### src/rtl/sddac_pkg.sv
// Shared constants and width helpers for the multi-channel sigma-delta DAC.
package sddac_pkg;

   localparam logic MODE_O1 = 1'b0;
   localparam logic MODE_O2 = 1'b1;

   localparam int unsigned DEFAULT_OSR = 1000;

   // First integrator needs two guard bits, second needs four.
   function automatic int unsigned i1_width(input int unsigned in_w);
      return in_w + 32'd2;
   endfunction

   function automatic int unsigned i2_width(input int unsigned in_w);
      return in_w + 32'd4;
   endfunction

endpackage

### src/rtl/sddac_multi_if.sv
// Parallel PCM frame handshake between the sample source and the DAC.
interface sddac_multi_if #(
   parameter int unsigned CHANNELS = 2,
   parameter int unsigned IN_W     = 16
);
   logic                     s_valid;
   logic                     s_ready;
   logic [CHANNELS*IN_W-1:0] s_data;

   modport master (output s_valid, output s_data, input s_ready);
   modport slave  (input s_valid, input s_data, output s_ready);
endinterface

### src/rtl/sddac_chan.sv
// One modulator channel: active sample, mode latch, first/second-order loops.
module sddac_chan
   import sddac_pkg::*;
#(
   parameter int unsigned IN_W = 16
) (
   input  logic            clk,
   input  logic            rst,
   input  logic            tick,
   input  logic            load,
   input  logic            order_sel,
   input  logic [IN_W-1:0] load_data,
   output logic            sd_out
);

   localparam int unsigned W1 = i1_width(IN_W);
   localparam int unsigned W2 = i2_width(IN_W);
   localparam int unsigned WS = W2 + 2;

   localparam logic signed [WS-1:0] FS_P   = $signed({{(WS-IN_W){1'b0}}, 1'b1, {(IN_W-1){1'b0}}});
   localparam logic signed [WS-1:0] I1_MAX = $signed({{(WS-W1+1){1'b0}}, {(W1-1){1'b1}}});
   localparam logic signed [WS-1:0] I1_MIN = ~I1_MAX;
   localparam logic signed [WS-1:0] I2_MAX = $signed({{(WS-W2+1){1'b0}}, {(W2-1){1'b1}}});
   localparam logic signed [WS-1:0] I2_MIN = ~I2_MAX;

   logic                   mode;
   logic [IN_W-1:0]        active;
   logic [IN_W:0]          acc;
   logic signed [W1-1:0]   i1;
   logic signed [W2-1:0]   i2;

   logic signed [IN_W-1:0] x;
   logic [IN_W:0]          acc_nxt;
   logic signed [WS-1:0]   fb;
   logic signed [WS-1:0]   s1;
   logic signed [WS-1:0]   s2;
   logic signed [W1-1:0]   i1_nxt;
   logic signed [W2-1:0]   i2_nxt;
   logic                   mode_chg;

   // The sample arriving at a tick drives the loop in that same cycle.
   always_comb begin
      x        = load ? load_data : active;
      acc_nxt  = {1'b0, acc[IN_W-1:0]} + {1'b0, ~x[IN_W-1], x[IN_W-2:0]};
      fb       = sd_out ? FS_P : -FS_P;
      s1       = WS'(i1) + WS'(x) - fb;
      i1_nxt   = (s1 > I1_MAX) ? I1_MAX[W1-1:0] :
                 (s1 < I1_MIN) ? I1_MIN[W1-1:0] : s1[W1-1:0];
      s2       = WS'(i2) + WS'(i1_nxt) - fb;
      i2_nxt   = (s2 > I2_MAX) ? I2_MAX[W2-1:0] :
                 (s2 < I2_MIN) ? I2_MIN[W2-1:0] : s2[W2-1:0];
      mode_chg = tick & (order_sel != mode);
   end

   always_ff @(posedge clk or negedge rst) begin
      if (!rst) begin
         mode   <= MODE_O1;
         active <= '0;
         acc    <= '0;
         i1     <= '0;
         i2     <= '0;
         sd_out <= 1'b0;
      end else begin
         if (load) active <= load_data;
         if (mode_chg) begin
            mode   <= order_sel;
            acc    <= '0;
            i1     <= '0;
            i2     <= '0;
            sd_out <= 1'b0;
         end else if (mode == MODE_O2) begin
            i1     <= i1_nxt;
            i2     <= i2_nxt;
            sd_out <= ~i2_nxt[W2-1];
         end else begin
            acc    <= acc_nxt;
            sd_out <= acc_nxt[IN_W];
         end
      end
   end

endmodule

### src/rtl/sddac_multi.sv
// Multi-channel sigma-delta DAC front end: rate divider, pending frame slot, channels.
module sddac_multi
   import sddac_pkg::*;
#(
   parameter int unsigned CHANNELS = 2,
   parameter int unsigned IN_W     = 16,
   parameter int unsigned OSR      = DEFAULT_OSR
) (
   input  logic                clk,
   input  logic                rst,
   sddac_multi_if.slave        s,
   input  logic                order_sel,
   input  logic                mute,
   output logic [CHANNELS-1:0] sd_out,
   output logic                tick,
   output logic                underrun
);

   localparam int unsigned     CW   = $clog2(OSR);
   localparam logic [CW-1:0]   LAST = CW'(OSR - 1);

   logic [CW-1:0]            cnt;
   logic [CW-1:0]            cnt_nxt;
   logic                     full;
   logic                     full_nxt;
   logic                     ready_q;
   logic                     accept;
   logic                     load;
   logic                     tick_nxt;
   logic [CHANNELS*IN_W-1:0] pend;

   assign s.s_ready = ready_q;

   // Muted ticks keep the pending frame; only an unmuted tick consumes it.
   always_comb begin
      accept   = s.s_valid & ready_q;
      cnt_nxt  = (cnt == LAST) ? '0 : cnt + CW'(1);
      tick_nxt = (cnt_nxt == LAST);
      full_nxt = full;
      if (accept)
         full_nxt = 1'b1;
      else if (tick & ~mute)
         full_nxt = 1'b0;
      load     = tick & (full | mute);
   end

   // tick, underrun and s_ready are registered copies of their next-cycle decode.
   always_ff @(posedge clk or negedge rst) begin
      if (!rst) begin
         cnt      <= '0;
         full     <= 1'b0;
         pend     <= '0;
         tick     <= 1'b0;
         underrun <= 1'b0;
         ready_q  <= 1'b1;
      end else begin
         cnt      <= cnt_nxt;
         full     <= full_nxt;
         if (accept) pend <= s.s_data;
         tick     <= tick_nxt;
         underrun <= tick_nxt & ~full_nxt;
         ready_q  <= ~full_nxt | tick_nxt;
      end
   end

   for (genvar c = 0; c < CHANNELS; c++) begin : g_ch
      sddac_chan #(.IN_W(IN_W)) u_chan (
         .clk       (clk),
         .rst       (rst),
         .tick      (tick),
         .load      (load),
         .order_sel (order_sel),
         .load_data (mute ? '0 : pend[c*IN_W +: IN_W]),
         .sd_out    (sd_out[c])
      );
   end

endmodule

### src/flat_wrapper.sv
// flat-port wrapper written by rule: the top's interface ports become plain ports
module sddac_multi_flat import sddac_pkg::*;
#(
   parameter int unsigned CHANNELS = 2,
   parameter int unsigned IN_W     = 16,
   parameter int unsigned OSR      = DEFAULT_OSR
)
  (clk, rst, order_sel, mute, sd_out, tick, underrun, s_s_valid, s_s_data, s_s_ready);
  sddac_multi_if #(.CHANNELS(CHANNELS), .IN_W(IN_W)) s_i ();
  input  logic clk;
  input  logic rst;
  input  logic order_sel;
  input  logic mute;
  output logic [CHANNELS-1:0] sd_out;
  output logic tick;
  output logic underrun;
  input wire logic [$bits(s_i.s_valid)-1:0] s_s_valid;
  input wire logic [$bits(s_i.s_data)-1:0] s_s_data;
  output wire logic [$bits(s_i.s_ready)-1:0] s_s_ready;
  assign s_i.s_valid = s_s_valid;
  assign s_i.s_data = s_s_data;
  assign s_s_ready = s_i.s_ready;
  sddac_multi #(.CHANNELS(CHANNELS), .IN_W(IN_W), .OSR(OSR)) u_core (.clk(clk), .rst(rst), .s(s_i), .order_sel(order_sel), .mute(mute), .sd_out(sd_out), .tick(tick), .underrun(underrun));
endmodule
### config.mk
export PLATFORM = sky130hd
export DESIGN_NAME = sddac_multi_flat
export DESIGN_NICKNAME = d
export VERILOG_FILES = /design/src/rtl/sddac_pkg.sv /design/src/rtl/sddac_multi_if.sv /design/src/rtl/sddac_chan.sv /design/src/rtl/sddac_multi.sv /design/src/flat_wrapper.sv
export SDC_FILE = /design/constraint.sdc
export NUM_CORES = 1
export LEC_CHECK = 0
export CORE_MARGIN = 5
export CORE_UTILIZATION = 50
export CTS_CLUSTER_SIZE = 12
export DETAILED_ROUTE_END_ITERATION = 8
export PLACE_DENSITY = 0.67
export SYNTH_ARGS = -nofsm -noshare
export SYNTH_HDL_FRONTEND = slang
export SYNTH_SLANG_ARGS = --single-unit
export TNS_END_PERCENT = 30
### constraint.sdc
create_clock -name clk -period 12.5 [get_ports clk]
set_input_delay 3.125 -clock clk [delete_from_list [all_inputs] [get_ports clk]]
set_output_delay 3.125 -clock clk [all_outputs]
set_load 0.03 [all_outputs]
* Word-level counts from Yosys, hierarchy flattened
Index checks and enable logic that the tools add are counted.
** Storage, ports and cells
- Bits in read-only memories :: 0
- Memories kept :: 0
- Bits in writable memories :: 0
- Input bits :: 37
- Bits in latches :: 0
- Register bits after elaboration :: 190
** Cells by class
- Multiply operators :: 0
- Muxes and demuxes :: 33
- Order comparisons :: 8
- Add/sub/neg operators :: 11
- Bitwise logic cells :: 14
- Equal/unequal tests :: 6
- Shifts and indexed selects :: 0
- Reductions and logical operators :: 2
- Div/mod/pow operators :: 0
** Operators with widths (number)
- 20-bit two-way mux :: 8
- 18-bit two-way mux :: 8
- 16-bit two-way mux :: 8
- 22-bit by 18-bit > comparator with 1-bit output, second input constant :: 2
- 22-bit by 20-bit > comparator with 1-bit output, second input constant :: 2
- 22-bit by 18-bit less-than comparator with 1-bit output, second input constant :: 2
- 22-bit by 20-bit less-than comparator with 1-bit output, second input constant :: 2
- 22-bit two-way mux :: 2
- 19-bit by 22-bit subtractor with 22-bit output :: 2
- 21-bit by 22-bit subtractor with 22-bit output :: 2
- 20-bit by 18-bit adder with 21-bit output :: 2
- 18-bit by 16-bit adder with 19-bit output :: 2
- 16-bit by 16-bit adder with 17-bit output :: 2
- 10-bit equality test, second input constant :: 2
- 10-bit by 1-bit adder with 10-bit output, second input constant :: 1
- 10-bit two-way mux :: 1
- 1-bit AND :: 6
- 1-bit two-way mux :: 6
- 1-bit NOT :: 6
- 2-bit by 1-bit != test with 1-bit output, second input constant :: 2
- 2-bit nonzero test :: 2
- 1-bit != test :: 2
- 1-bit OR :: 2

* Depth between registers and ports, before layout
Gate-level depths: netlist of run 1.
- Word-level depth :: 16
- Gate-level depth with buffers :: 41
- Gate-level depth less buffers :: 35

* Hierarchy
A second synthesis of run 1 with hierarchy kept.
** Second synthesis, totals
- Cells, all modules :: 1552
- Area total of the unflattened synthesis :: 14661.6 um^2
** By module, submodules not included
- sddac_chan at u_core.g_ch[0].u_chan :: instances 1, cells each 702, area an instance 6337.3 um^2
- sddac_chan at u_core.g_ch[1].u_chan :: instances 1, cells each 676, area an instance 6242.2 um^2
- sddac_multi :: instances 1, cells each 174, area an instance 2082.0 um^2

* Least setup slack after synthesis of run 1
OpenSTA, ideal clock, no wires.
- Path type :: in2reg
- Start point :: input mute
- End point :: register u_core.g_ch[0].u_chan.i2[11]
- Cell stages on the path :: 40
- Library setup time :: 0.126 ns
- Slack :: 1.883 ns
- Arrival time :: 10.491 ns
- Cell sequence :: buf_4 clkbuf_1 clkbuf_1 clkbuf_1 o21ai_0 a32o_1 ha_1 inv_1 ha_1 nor2b_1 o21ai_0 a21boi_0 o21ai_0 a21boi_0 o2111ai_1 nand3_1 a41o_1 a2111oi_0 (+4 left out) ha_1 inv_1 ha_1 nor2b_1 o21ai_1 a21boi_0 o21ai_0 a21boi_1 o2111ai_1 a31oi_1 o41a_1 a21oi_1 nor2b_1 mux2i_1 o31a_1 clkbuf_1 clkbuf_1 a221o_1
** On the way
- Longest elaborated chain between the ends :: 15
- Elaborated cells between the ends (all ways) :: 18
** Ends and longest elaborated chain
- start: declaration :: RTL line flat_wrapper.sv:13 : input logic mute;
- 1-bit OR :: RTL line sddac_multi.sv:44 : load = tick & (full | mute);
- 1-bit AND :: RTL line sddac_multi.sv:44
- 16-bit two-way mux (*) :: RTL line sddac_chan.sv:43 : x = load ? load_data : active;
- named net u_core.g_ch[0].u_chan.x[0] :: RTL line sddac_chan.sv:32 : logic signed [IN_W-1:0] x;
- 18-bit by 16-bit adder with 19-bit output (*) :: RTL line sddac_chan.sv:46 : s1 = WS'(i1) + WS'(x) - fb;
- 19-bit by 22-bit subtractor with 22-bit output (*) :: RTL line sddac_chan.sv:46
- 22-bit by 18-bit less-than comparator with 1-bit output :: RTL line sddac_chan.sv:48 : (s1 < I1_MIN) ? I1_MIN[W1-1:0] : s1[W1-1:0];
- 18-bit two-way mux :: RTL line sddac_chan.sv:48
- 18-bit two-way mux (*) :: RTL line sddac_chan.sv:47 : i1_nxt = (s1 > I1_MAX) ? I1_MAX[W1-1:0] :
- 20-bit by 18-bit adder with 21-bit output (*) :: RTL line sddac_chan.sv:49 : s2 = WS'(i2) + WS'(i1_nxt) - fb;
- 21-bit by 22-bit subtractor with 22-bit output (*) :: RTL line sddac_chan.sv:49
- 22-bit by 20-bit less-than comparator with 1-bit output :: RTL line sddac_chan.sv:51 : (s2 < I2_MIN) ? I2_MIN[W2-1:0] : s2[W2-1:0];
- 20-bit two-way mux :: RTL line sddac_chan.sv:51
- 20-bit two-way mux (*) :: RTL line sddac_chan.sv:50 : i2_nxt = (s2 > I2_MAX) ? I2_MAX[W2-1:0] :
- 20-bit two-way mux (*) :: RTL line sddac_chan.sv:71 : end else if (mode == MODE_O2) begin
- 20-bit two-way mux (*) :: RTL line sddac_chan.sv:65 : if (mode_chg) begin
- end signal: assignment :: RTL line sddac_chan.sv:73 : i2 <= i2_nxt;
- end: declaration :: RTL line sddac_chan.sv:30 : logic signed [W2-1:0] i2;
The timed path passes the listed nets; every way through them passes the cells marked *. The select of a mux whose other input is x is not followed.
A chain may end at the register's enable or synchronous reset.

* Final worst setup path of run 1
- Start point :: input mute
- End point :: register u_core.g_ch[0].u_chan.i2[8]
** On the way
- Longest elaborated chain between the ends :: 15
- Elaborated cells between the ends (all ways) :: 18
** Ends and longest elaborated chain (RTL line)
- 1-bit OR :: sddac_multi.sv:44
- 1-bit AND :: sddac_multi.sv:44
- 16-bit two-way mux (*) :: sddac_chan.sv:43
- 18-bit by 16-bit adder with 19-bit output (*) :: sddac_chan.sv:46
- 19-bit by 22-bit subtractor with 22-bit output (*) :: sddac_chan.sv:46
- 22-bit by 18-bit less-than comparator with 1-bit output :: sddac_chan.sv:48
- 18-bit two-way mux :: sddac_chan.sv:48
- 18-bit two-way mux (*) :: sddac_chan.sv:47
- 20-bit by 18-bit adder with 21-bit output (*) :: sddac_chan.sv:49
- 21-bit by 22-bit subtractor with 22-bit output (*) :: sddac_chan.sv:49
- 22-bit by 20-bit less-than comparator with 1-bit output :: sddac_chan.sv:51
- 20-bit two-way mux :: sddac_chan.sv:51
- 20-bit two-way mux (*) :: sddac_chan.sv:50
- 20-bit two-way mux (*) :: sddac_chan.sv:71
- 20-bit two-way mux (*) :: sddac_chan.sv:65
Every way passes the cells marked *; elsewhere a longest branch is shown, timed or not. The select of a mux whose other input is x is not followed.

==> results of run 1 <==
==> cell type report <==
| type | count | area (um2) | share of cell area (%) |
|---|---|---|---|
| inverter | 181 | 679.4 | 4.163 |
| tap | 390 | 488.0 | 2.990 |
| timing repair buffer | 61 | 564.3 | 3.458 |
| clock inverter | 14 | 195.2 | 1.196 |
| clock buffer | 18 | 439.2 | 2.691 |
| sequential | 190 | 4756 | 29.14 |
| multi-input combinational | 1283 | 9199 | 56.36 |
==> metrics by stage <==
| stage | worst slack (ps) | hold WS [ps] | instances | instance area (um2) |
|---|---|---|---|---|
| finish | 1006 | 486.9 | 2137 | 16320 |
| global route | 259.7 | 512.8 | 2137 | 16320 |
| CTS | 1151 | 490.0 | 2137 | 16320 |
| detailed placement | 733.1 | 480.4 | 2105 | 15690 |
| global placement | 1019 | 473.0 | 2105 | 15690 |
| floorplan | 1883 | 453.6 | 1720 | 14930 |
==> sequential cells by signal, summed over array words and instances (netlist names) <==
| register | cells |
|---|---|
| u_core.cnt | 10 |
| u_core.full | 1 |
| u_core.g_ch.u_chan.acc | 32 |
| u_core.g_ch.u_chan.active | 32 |
| u_core.g_ch.u_chan.i1 | 36 |
| u_core.g_ch.u_chan.i2 | 40 |
| u_core.g_ch.u_chan.mode | 2 |
| u_core.g_ch.u_chan.sd_out | 2 |
| u_core.pend | 32 |
| u_core.s.s_ready | 1 |
| u_core.tick | 1 |
| u_core.underrun | 1 |
==> worst max-delay path by stage <==
stage               depth (start not counted)                                       end  startpoint  slack, ps
floorplan                                  40  u_core.g_ch[0].u_chan.i2[11]$_DFFE_PN0P_        mute       1880
global placement                           36  u_core.g_ch[1].u_chan.i2[12]$_DFFE_PN0P_        mute       1020
detailed placement                         36  u_core.g_ch[1].u_chan.i2[12]$_DFFE_PN0P_        mute        730
CTS                                        33   u_core.g_ch[0].u_chan.i2[8]$_DFFE_PN0P_        mute       1150
global route                               33   u_core.g_ch[0].u_chan.i2[7]$_DFFE_PN0P_        mute        260
finish                                     33   u_core.g_ch[0].u_chan.i2[8]$_DFFE_PN0P_        mute       1010
==> cells by family (layout without fill, tap and decap cells) <==
kind of cell,count (synthesis),count (layout)
and+or+nand+nor,518,518
AOI/OAI and AO/OA,497,497
buffers and inverters,247,274
DFF,190,190
adders and majority gates,146,146
xor gates and xnor gates,88,88
muxes,34,34
==> synth_stat cells (18+ instances only) <==
library cell               instances
sky130_fd_sc_hd__nand3_1          26
sky130_fd_sc_hd__a221o_1          35
sky130_fd_sc_hd__ha_1            124
sky130_fd_sc_hd__a21oi_1         125
sky130_fd_sc_hd__o21ai_0          71
sky130_fd_sc_hd__dfrtp_1         189
sky130_fd_sc_hd__a21o_1           34
sky130_fd_sc_hd__xnor2_1          62
sky130_fd_sc_hd__or2_2            27
sky130_fd_sc_hd__nand2b_1         29
sky130_fd_sc_hd__clkbuf_1         36
sky130_fd_sc_hd__xor2_1           26
sky130_fd_sc_hd__mux2_2           33
sky130_fd_sc_hd__nor2_1          102
sky130_fd_sc_hd__nand2_1         188
sky130_fd_sc_hd__nor2b_1          46
sky130_fd_sc_hd__or3_1            18
sky130_fd_sc_hd__inv_1           181
==> routing by layer <==
metal	vias up	wire length, um	GRT usage [%]
li1	6135	-	-
met1	5967	17570	31.51
met2	306	16000	34.23
met3	46	1767	3.094
met4	0	826	6.257
met5	-	0	0
==> critical path: cells and delay by family <==
kind / cells / cell delay (ps)
AO/OA/AOI/OAI: 20 / 4820
AND/OR/NAND/NOR: 7 / 2020
adder cells (fa/ha/maj): 3 / 930
buffers and inverters: 3 / 970
==> reports/summary.log, run 1 <==
qor: detailed_routing.drt_iter0_markers 909
qor: yosys.syn-mean-instance-area 8.678 um2
qor: setup_path.rr_worst_depth 35
qor: hold_path.worst_hold_path_type flip-flop to flip-flop
qor: sta.tightest_pin_transition 1004 ps
qor: clock_tree.cts.hold.buffers_added 0
qor: yosys.synth_xor_area_share 5.164%
qor: sta.clock_skew 11.52 ps
qor: hold_path.hold_path_startpoint u_core.cnt[0]$_DFF_PN0_
qor: yosys.synthSimpleGateAreaFrac 16.90%
qor: clock_tree.clkLatencyLatePin 440 ps
qor: clock_tree.clock_tree.buffer_depth 2
qor: sta.min_period_over_period 91.95%
qor: outcome.run_status complete, no violations
qor: sta.final-setup-viol-count 0
qor: setup_path.startpoint_type input port
qor: finish.antenna_cells_inserted 0
qor: finish.final_util 55.21%
qor: floorplan.initial_utilization 50.49%
qor: detailed_routing.wl_per_cell 16.92 um
qor: sta.timing_max_transition_violations_final 0
qor: global_routing.grt_pass1_wl 60080 um
qor: setup_path.worstSetupEndpointType flip-flop
qor: yosys.synthMuxAreaShare 2.557%
qor: floorplan.floorplan.die_area 33410 um2
qor: sta.layout_min_cycle_time 11490 ps
qor: floorplan.row_count 63
qor: global_routing.grt_pass1_vias 11890
qor: finish.num-fill-cells 2625
qor: floorplan.die_h 182.8 um
qor: setup_path.worstPathRequired 12880 ps
qor: detailed_routing.detailroute.via_count 12450
qor: yosys.synth_warnings 0
qor: job.drv.max_cap_violation_count 0
qor: placed_design.port-buffer-count 41
qor: setup_path.worst-r2r-setup-slack 3500 ps
qor: placed_design.place_hpwl 26290 um
qor: sta.final-hold-violation-count 0
qor: clock_tree.cts_inserted_buffers 17
qor: global_routing.grt_start_max_net_pins 114
qor: setup_path.critical_path.slowest_cell sky130_fd_sc_hd__clkdlybuf4s50_1
qor: clock_tree.htree_levels 4
qor: setup_path.cp_max_fo 16
qor: finish.synthToLayoutAreaGrowth 9.347%
qor: sta.timing.max_slew.rel_slack 33.05%
qor: sta.rsz0062_at_grt no
qor: yosys.synth_async_sr_flop_share 100.0%
qor: sta.tns 0 ps
qor: setup_path.rr_startpoint u_core.full$_DFF_PN0_
qor: floorplan.core_area 29560 um2
qor: yosys.netlist_instances 1720
qor: detailed_routing.route.antenna.remaining_nets 0
qor: clock_tree.root_buffer sky130_fd_sc_hd__clkbuf_16
qor: detailed_routing.firstDrtPassIters 6
qor: global_routing.antenna_found_initial 0
qor: detailed_routing.total_drc_errors_in_the_routed_layout 0
qor: sta.fmax 0.08700 GHz
qor: detailed_routing.finalWirelength 36170 um
qor: yosys.yosys.area_share.adder 12.70%
qor: global_routing.grt.overflow.total 0
qor: yosys.synth.distinct_cells 92
qor: floorplan.fp.dieW 182.8 um
qor: yosys.yosys.area.top_type_share 31.69%
qor: finish.post_route_cells_drive_above_1_share 9.216%
qor: floorplan.boundaryPins 42
qor: yosys.synth-edff-count 0
qor: setup_path.criticalPathCategory input port to flip-flop
qor: placed_design.routabilityCongestion 0.8869
qor: yosys.synth_top_cells_by_area sky130_fd_sc_hd__dfrtp_1, sky130_fd_sc_hd__ha_1, sky130_fd_sc_hd__nand2_1, sky130_fd_sc_hd__inv_1, sky130_fd_sc_hd__a21oi_1
qor: clock_tree.cts_clock_pin_slew_for_the_worst_setup_and_hold_paths 70 ps
qor: yosys.sequential_share_of_the_synthesized_area 31.86%
qor: finish.mostFrequentLayoutCells sky130_fd_sc_hd__dfrtp_1, sky130_fd_sc_hd__nand2_1, sky130_fd_sc_hd__inv_1
qor: clock_tree.cts_tree yes
qor: finish.nets 1907
qor: yosys.synth_compound_gate_area_share 24.12%
qor: clock_tree.cts_num_sinks 190
qor: yosys.post_synth_instance_area 14930 um2
qor: yosys.synthDominantAreaCellType sky130_fd_sc_hd__dfrtp_1
qor: setup_path.regToRegEndpoint u_core.g_ch[0].u_chan.i2[8]$_DFFE_PN0P_
qor: clock_tree.postCtsSetupRepairBufs 0
qor: hold_path.hold_crit_endpoint u_core.cnt[0]$_DFF_PN0_
qor: hold_path.cell_depth_of_the_worst_min_delay_path 1
qor: global_routing.grt.total_usage 21.76%
qor: yosys.ys_ff_latch 190
qor: yosys.main_combinational_cell_family_by_area_after_synthesis compound AO/OA/AOI/OAI gates
qor: setup_path.cp_slowest_stage_delay 850 ps
qor: clock_tree.cts.repair.resized 0
qor: finish.layout.cells.most_common sky130_fd_sc_hd__dfrtp_1
qor: yosys.synth.net_count 1893
qor: yosys.synth-main-ff-cell sky130_fd_sc_hd__dfrtp_1
qor: detailed_routing.vias_per_cell 5.828
qor: setup_path.crit_arrival 11870 ps
Power of run 1 is left out: the tool's default activity adds up to more than one toggle a clock period on the data nets, which glitch-free logic cannot reach.
==> inputs of run 2 (changes only) <==
--- a/config.mk
+++ b/config.mk
@@ -5,11 +5,11 @@
 export SDC_FILE = /design/constraint.sdc
 export NUM_CORES = 1
 export LEC_CHECK = 0
+export ABC_AREA = 0
 export CORE_MARGIN = 5
-export CORE_UTILIZATION = 50
+export CORE_UTILIZATION = 42
 export CTS_CLUSTER_SIZE = 12
 export DETAILED_ROUTE_END_ITERATION = 8
-export PLACE_DENSITY = 0.67
 export SYNTH_ARGS = -nofsm -noshare
 export SYNTH_HDL_FRONTEND = slang
 export SYNTH_SLANG_ARGS = --single-unit
==> run 2 against run 1 <==
Against the previous run:
- sequential cell count unchanged
- critical path depth increased by 2
- utilization is 9.0 points lower
- critical path type unchanged
==> reports/summary.log, run 2 (synthesized netlist as in run 1, its figures left out) <==
qor: clock_tree.cts_tree yes
qor: global_routing.antenna_found_initial 0 [unchanged]
qor: setup_path.rr_startpoint u_core.full$_DFF_PN0_
qor: placed_design.port-buffer-count 41 [unchanged]
qor: sta.tns 0 ps [unchanged]
qor: finish.mostFrequentLayoutCells sky130_fd_sc_hd__dfrtp_1, sky130_fd_sc_hd__nand2_1, sky130_fd_sc_hd__inv_1
qor: clock_tree.clock_tree.buffer_depth 2 [unchanged]
qor: hold_path.worst_hold_path_type flip-flop to flip-flop
qor: clock_tree.clkLatencyLatePin 450 ps [about the same]
qor: placed_design.routabilityCongestion 0.8675 [-2.2%]
qor: detailed_routing.route.antenna.remaining_nets 0 [unchanged]
qor: clock_tree.root_buffer sky130_fd_sc_hd__clkbuf_16
qor: sta.final-setup-viol-count 0 [unchanged]
qor: sta.tightest_pin_transition 1039 ps [+35.20 ps]
qor: sta.final-hold-violation-count 0 [unchanged]
qor: clock_tree.cts.hold.buffers_added 0 [unchanged]
qor: finish.final_util 46.24% [-9.0 points]
qor: floorplan.initial_utilization 42.27% [-8.2 points]
qor: setup_path.criticalPathCategory input port to flip-flop
qor: sta.clock_skew 9.204 ps [-2.321 ps]
qor: setup_path.worstPathRequired 12880 ps [about the same]
qor: floorplan.die_h 198.5 um [+8.6%]
qor: global_routing.grt_pass1_vias 11760 [-1.1%]
qor: hold_path.hold_crit_endpoint u_core.g_ch[1].u_chan.acc[2]$_DFFE_PN0P_
qor: floorplan.core_area 35310 um2 [+19%]
qor: global_routing.grt_start_max_net_pins 114 [unchanged]
qor: clock_tree.cts_inserted_buffers 17 [unchanged]
qor: finish.layout.cells.most_common sky130_fd_sc_hd__dfrtp_1
qor: setup_path.startpoint_type input port
qor: finish.design_area 16330 um2 [about the same]
qor: floorplan.row_count 69 [+9.5%]
qor: placed_design.place_hpwl 26030 um [-0.97%]
qor: clock_tree.postCtsSetupRepairBufs 0 [unchanged]
qor: clock_tree.cts.repair.resized 0 [unchanged]
qor: clock_tree.cts_clock_pin_slew_for_the_worst_setup_and_hold_paths 70 ps [about the same]
qor: job.drv.max_cap_violation_count 0 [unchanged]
qor: sta.min_period_over_period 92.76% [+0.81 points]
qor: detailed_routing.detailroute.via_count 12340 [-0.96%]
qor: setup_path.critical_path.slowest_cell sky130_fd_sc_hd__clkdlybuf4s50_1
qor: detailed_routing.wl_per_cell 16.44 um [-2.8%]
qor: hold_path.hold_path_startpoint u_core.g_ch[1].u_chan.acc[2]$_DFFE_PN0P_
qor: outcome.run_status complete, no violations
qor: global_routing.grt.total_usage 18.64% [-3.1 points]
qor: detailed_routing.drt_iter0_markers 805 [-11%]
qor: finish.top_regs u_core.g_ch.u_chan.i2 x40, u_core.g_ch.u_chan.i1 x36
qor: finish.registers.top_by_ff_count u_core.g_ch.u_chan.i2
qor: sta.layout_min_cycle_time 11600 ps [+101.9 ps]
qor: placed_design.place_area 15750 um2 [+0.42%]
qor: floorplan.fp.dieW 198.5 um [+8.6%]
qor: clock_tree.cts_num_sinks 190 [unchanged]
qor: setup_path.worstSetupEndpointType flip-flop
qor: floorplan.boundaryPins 42 [unchanged]
qor: setup_path.cpMostUsedCell sky130_fd_sc_hd__o21ai_0
qor: finish.antenna_cells_inserted 0 [unchanged]
qor: floorplan.floorplan.die_area 39410 um2 [+18%]
qor: finish.synthToLayoutAreaGrowth 9.381% [about the same]
qor: detailed_routing.firstDrtPassIters 5 [-1]
qor: hold_path.cell_depth_of_the_worst_min_delay_path 1 [unchanged]
qor: sta.timing_max_transition_violations_final 0 [unchanged]
qor: setup_path.cp_slowest_stage_delay 700 ps [-150 ps]
qor: clock_tree.htree_levels 4 [unchanged]
qor: setup_path.crit_arrival 11980 ps [+110 ps]
qor: finish.nets 1904 [-0.16%]
qor: global_routing.grt.overflow.total 0 [unchanged]
qor: setup_path.regToRegEndpoint u_core.g_ch[0].u_chan.i2[7]$_DFFE_PN0P_
qor: setup_path.cp_max_fo 27 [+11]
qor: detailed_routing.total_drc_errors_in_the_routed_layout 0 [unchanged]
qor: finish.post_route_cells_drive_above_1_share 9.060% [-0.16 points]
qor: finish.max_ffs_per_register 40 [unchanged]
qor: setup_path.rr_worst_depth 34 [-2.9%]
qor: global_routing.grt_pass1_wl 60300 um [+0.37%]
qor: detailed_routing.vias_per_cell 5.594 [-4.0%]
qor: sta.fmax 0.08624 GHz [-0.88%]
qor: finish.num-fill-cells 3422 [+30%]
qor: sta.timing.max_slew.rel_slack 30.70% [-2.3 points]
qor: setup_path.worst-r2r-setup-slack 3330 ps [-170 ps]
qor: sta.rsz0062_at_grt no
qor: detailed_routing.finalWirelength 36260 um [+0.25%]
run 2: cell count changes in the layout (fill, tap and decap cells not counted), sizes merged:
cell,before,now
clkinv,2,6
clkbuf,19,20
inv,189,184
buf,20,17
clkinvlp,1,3
bufinv,3,1
run 2: how the worst max path moves through the flow:
stage | start | endpoint | slack, ps
CTS | mute | u_core.g_ch[1].u_chan.i2[7]$_DFFE_PN0P_ | 720
global route | mute | u_core.g_ch[1].u_chan.i2[7]$_DFFE_PN0P_ | 130
finish | mute | u_core.g_ch[1].u_chan.i2[7]$_DFFE_PN0P_ | 900
global placement | mute | u_core.g_ch[1].u_chan.i2[13]$_DFFE_PN0P_ | 440
detailed placement | mute | u_core.g_ch[1].u_chan.i2[13]$_DFFE_PN0P_ | 230
floorplan | mute | u_core.g_ch[0].u_chan.i2[11]$_DFFE_PN0P_ | 1880
run 2: critical path, delay by kind of cell:
family	cells	cell delay (ps)
AOI/OAI and AO/OA	20	5300
and+or+nand+nor	8	1360
buffers and inverters	4	1300
adders and majority gates	3	870
run 2: per-layer routing:
| metal | vias to the layer above | track usage [%] | part of all wire [%] |
|---|---|---|---|
| met5 | - | 0 | 0 |
| met4 | 0 | 4.306 | 1.1 |
| met3 | 27 | 2.829 | 5.0 |
| met2 | 248 | 29.67 | 44 |
| met1 | 5917 | 26.94 | 50 |
| li1 | 6143 | - | - |
run 2: per-stage QoR:
stage	worst slack, ps	hold slack [ps]	cells
3_5_place_dp	227.5	483.3	2173
4_1_cts	719.6	495.1	2205
3_3_place_gp	437.3	470.7	2173
6_report	904.5	495.4	2205
2_1_floorplan	1883	453.6	1720
5_1_grt	129.4	523.6	2205
run 2: layout make-up:
class | instances | area (um2) | share of cell area (%)
Clock inverter | 13 | 112.6 | 0.6898
Multi-Input combinational cell | 1283 | 9206 | 56.39
Timing Repair Buffer | 58 | 541.8 | 3.319
Tap cell | 461 | 576.8 | 3.533
Clock buffer | 19 | 452.9 | 2.774
Inverter | 181 | 679.4 | 4.162
Sequential cell | 190 | 4756 | 29.13
Power of run 2 is left out for the same reason.
==> inputs of run 3 (changes only) <==
--- a/config.mk
+++ b/config.mk
@@ -8,6 +8,7 @@
 export ABC_AREA = 0
 export CORE_MARGIN = 5
 export CORE_UTILIZATION = 42
+export CTS_BUF_LIST = sky130_fd_sc_hd__clkbuf_8
 export CTS_CLUSTER_SIZE = 12
 export DETAILED_ROUTE_END_ITERATION = 8
 export SYNTH_ARGS = -nofsm -noshare
==> run 3 against run 2 <==
Against the previous run:
- fmax increased by 0.58%
- hold slack improved by 1.1 ps
- sequential share of layout area increased by 0.35 points
- via count decreased by 0.15%
- highest routed layer unchanged
==> reports/summary.log, run 3 (synthesized netlist as in run 1, its figures left out) <==
qor: sta.clock_skew 14.96 ps [+5.757 ps]
qor: setup_path.rr_worst_depth 32 [-5.9%]
qor: global_routing.grt_start_max_net_pins 114 [unchanged]
qor: clock_tree.clock_tree.buffer_depth 2 [unchanged]
qor: setup_path.worstSetupEndpointType flip-flop
qor: clock_tree.htree_levels 4 [unchanged]
qor: detailed_routing.finalWirelength 36210 um [-0.12%]
qor: sta.timing.max_slew.rel_slack 32.41% [+1.7 points]
qor: finish.max_ffs_per_register 40 [unchanged]
qor: detailed_routing.drt_iter0_markers 760 [-5.6%]
qor: setup_path.worst-r2r-setup-slack 3270 ps [-60 ps]
qor: finish.synthToLayoutAreaGrowth 8.098%
qor: clock_tree.clkLatencyLatePin 500 ps [+50 ps]
qor: clock_tree.cts_tree yes
qor: placed_design.routabilityCongestion 0.8675 [unchanged]
qor: finish.antenna_cells_inserted 0 [unchanged]
qor: finish.layout.cells.most_common sky130_fd_sc_hd__dfrtp_1
qor: detailed_routing.vias_per_cell 5.585 [-0.15%]
qor: sta.layout_min_cycle_time 11530 ps [-67.36 ps]
qor: setup_path.worst_setup_path_endpoint u_core.g_ch[1].u_chan.i2[5]$_DFFE_PN0P_
qor: clock_tree.cts_clock_pin_slew_for_the_worst_setup_and_hold_paths 100 ps [+30 ps]
qor: detailed_routing.wl_per_cell 16.42 um [-0.12%]
qor: floorplan.fp.dieW 198.5 um [unchanged]
qor: floorplan.core_area 35310 um2 [unchanged]
qor: placed_design.place_worst_setup_slack 227.5 ps [unchanged]
qor: clock_tree.cts_num_sinks 190 [unchanged]
qor: job.drv.max_cap_violation_count 0 [unchanged]
qor: setup_path.cpMostUsedCell sky130_fd_sc_hd__o21ai_0
qor: detailed_routing.route.antenna.remaining_nets 0 [unchanged]
qor: sta.final-setup-viol-count 0 [unchanged]
qor: finish.post_route_cells_drive_above_1_share 9.060% [unchanged]
qor: global_routing.grt.total_usage 18.63% [about the same]
qor: setup_path.cp_max_fo 27 [unchanged]
qor: finish.mostFrequentLayoutCells sky130_fd_sc_hd__dfrtp_1, sky130_fd_sc_hd__nand2_1, sky130_fd_sc_hd__inv_1
qor: floorplan.die_h 198.5 um [unchanged]
qor: finish.top_regs u_core.g_ch.u_chan.i2 x40, u_core.g_ch.u_chan.i1 x36
qor: global_routing.grt_pass1_vias 11740 [-0.16%]
qor: finish.nets 1904 [unchanged]
qor: sta.rsz0062_at_grt no
qor: floorplan.row_count 69 [unchanged]
qor: floorplan.floorplan.die_area 39410 um2 [unchanged]
qor: placed_design.place_hpwl 26030 um [unchanged]
qor: detailed_routing.firstDrtPassIters 5 [unchanged]
qor: outcome.run_status complete, no violations
qor: floorplan.boundaryPins 42 [unchanged]
qor: sta.tns 0 ps [unchanged]
qor: clock_tree.root_buffer sky130_fd_sc_hd__clkbuf_8
qor: detailed_routing.total_drc_errors_in_the_routed_layout 0 [unchanged]
qor: sta.hold-worst-slack 496.6 ps [+1.139 ps]
qor: setup_path.crit_arrival 11960 ps [-20 ps]
qor: setup_path.regToRegEndpoint u_core.g_ch[0].u_chan.i2[7]$_DFFE_PN0P_
qor: sta.min_period_over_period 92.23% [-0.54 points]
qor: setup_path.critical_path.slowest_cell sky130_fd_sc_hd__clkdlybuf4s50_1
qor: placed_design.port-buffer-count 41 [unchanged]
qor: floorplan.initial_utilization 42.27% [unchanged]
qor: detailed_routing.detailroute.via_count 12320 [-0.15%]
qor: setup_path.startpoint_type input port
qor: clock_tree.cts_inserted_buffers 17 [unchanged]
qor: sta.tightest_pin_transition 1014 ps [-25.53 ps]
qor: global_routing.grt_pass1_wl 60270 um [about the same]
qor: sta.timing_max_transition_violations_final 0 [unchanged]
qor: setup_path.criticalPathCategory input port to flip-flop
qor: global_routing.grt.overflow.total 0 [unchanged]
qor: global_routing.antenna_found_initial 0 [unchanged]
qor: sta.post-route-worst-setup-slack 971.8 ps [+67.37 ps]
qor: setup_path.cp_slowest_stage_delay 700 ps [about the same]
qor: setup_path.worstPathRequired 12930 ps [+50 ps]
qor: finish.final_util 45.69% [-0.54 points]
qor: hold_path.worst_hold_path_type flip-flop to flip-flop
qor: setup_path.startpoint mute
qor: setup_path.rr_startpoint u_core.full$_DFF_PN0_
qor: sta.final-hold-violation-count 0 [unchanged]
qor: finish.registers.top_by_ff_count u_core.g_ch.u_chan.i2
qor: sta.fmax 0.08674 GHz [+0.58%]
[run 3: cell counts in the layout (fill, tap and decap cells not counted)]
No cell type changed its count.
[run 3: worst max-delay path, delay by kind of cell]
family	cells	cell delay, ps
buffers and inverters	4	1310
adders and majority gates	3	870
AOI/OAI and AO/OA	20	5260
and+or+nand+nor	8	1360
[run 3: cell type report]
class,count,area (um2)
multi-input cells,1283,9206
clock buffers,19,261.5
repair buffers,58,541.8
flip-flops and latches,190,4756
fillers,3456,19180
clock inverters,13,112.6
well taps,461,576.8
inverters,181,679.4
[run 3: stage by stage]
stage	cells	area, um2
6_report	2205	16130
2_1_floorplan	1720	14930
3_3_place_gp	2173	15750
5_1_grt	2205	16130
4_1_cts	2205	16130
3_5_place_dp	2173	15750
[run 3: metal layers]
| layer | track usage, % | share of wire, % | up-vias |
|---|---|---|---|
| li1 | - | - | 6135 |
| met1 | 26.95 | 50 | 5944 |
| met2 | 29.58 | 44 | 210 |
| met3 | 3.083 | 4.4 | 27 |
| met4 | 4.027 | 1.1 | 0 |
| met5 | 0 | 0 | - |
[run 3: repair_timing]
action | in CTS | in global routing
setup buffers | 0 | 0
gates resized for setup | 0 | 1
hold endpoints to repair | 0 | 0
endpoints found under the setup margin | 0 | 18
hold buffers | 0 | 0
[run 3: how the worst min path moves through the flow]
stage / from / cells after the start / end / slack, ps
detailed placement: u_core.g_ch[0].u_chan.i1[16]$_DFFE_PN0P_ / 2 / u_core.g_ch[0].u_chan.i1[16]$_DFFE_PN0P_ / 480
finish: u_core.g_ch[1].u_chan.acc[2]$_DFFE_PN0P_ / 1 / u_core.g_ch[1].u_chan.acc[2]$_DFFE_PN0P_ / 500
CTS: u_core.cnt[0]$_DFF_PN0_ / 1 / u_core.cnt[0]$_DFF_PN0_ / 500
global placement: u_core.cnt[0]$_DFF_PN0_ / 1 / u_core.cnt[0]$_DFF_PN0_ / 470
global route: u_core.cnt[0]$_DFF_PN0_ / 1 / u_core.cnt[0]$_DFF_PN0_ / 530
floorplan: u_core.cnt[0]$_DFF_PN0_ / 1 / u_core.cnt[0]$_DFF_PN0_ / 450
Power of run 3 is left out for the same reason.
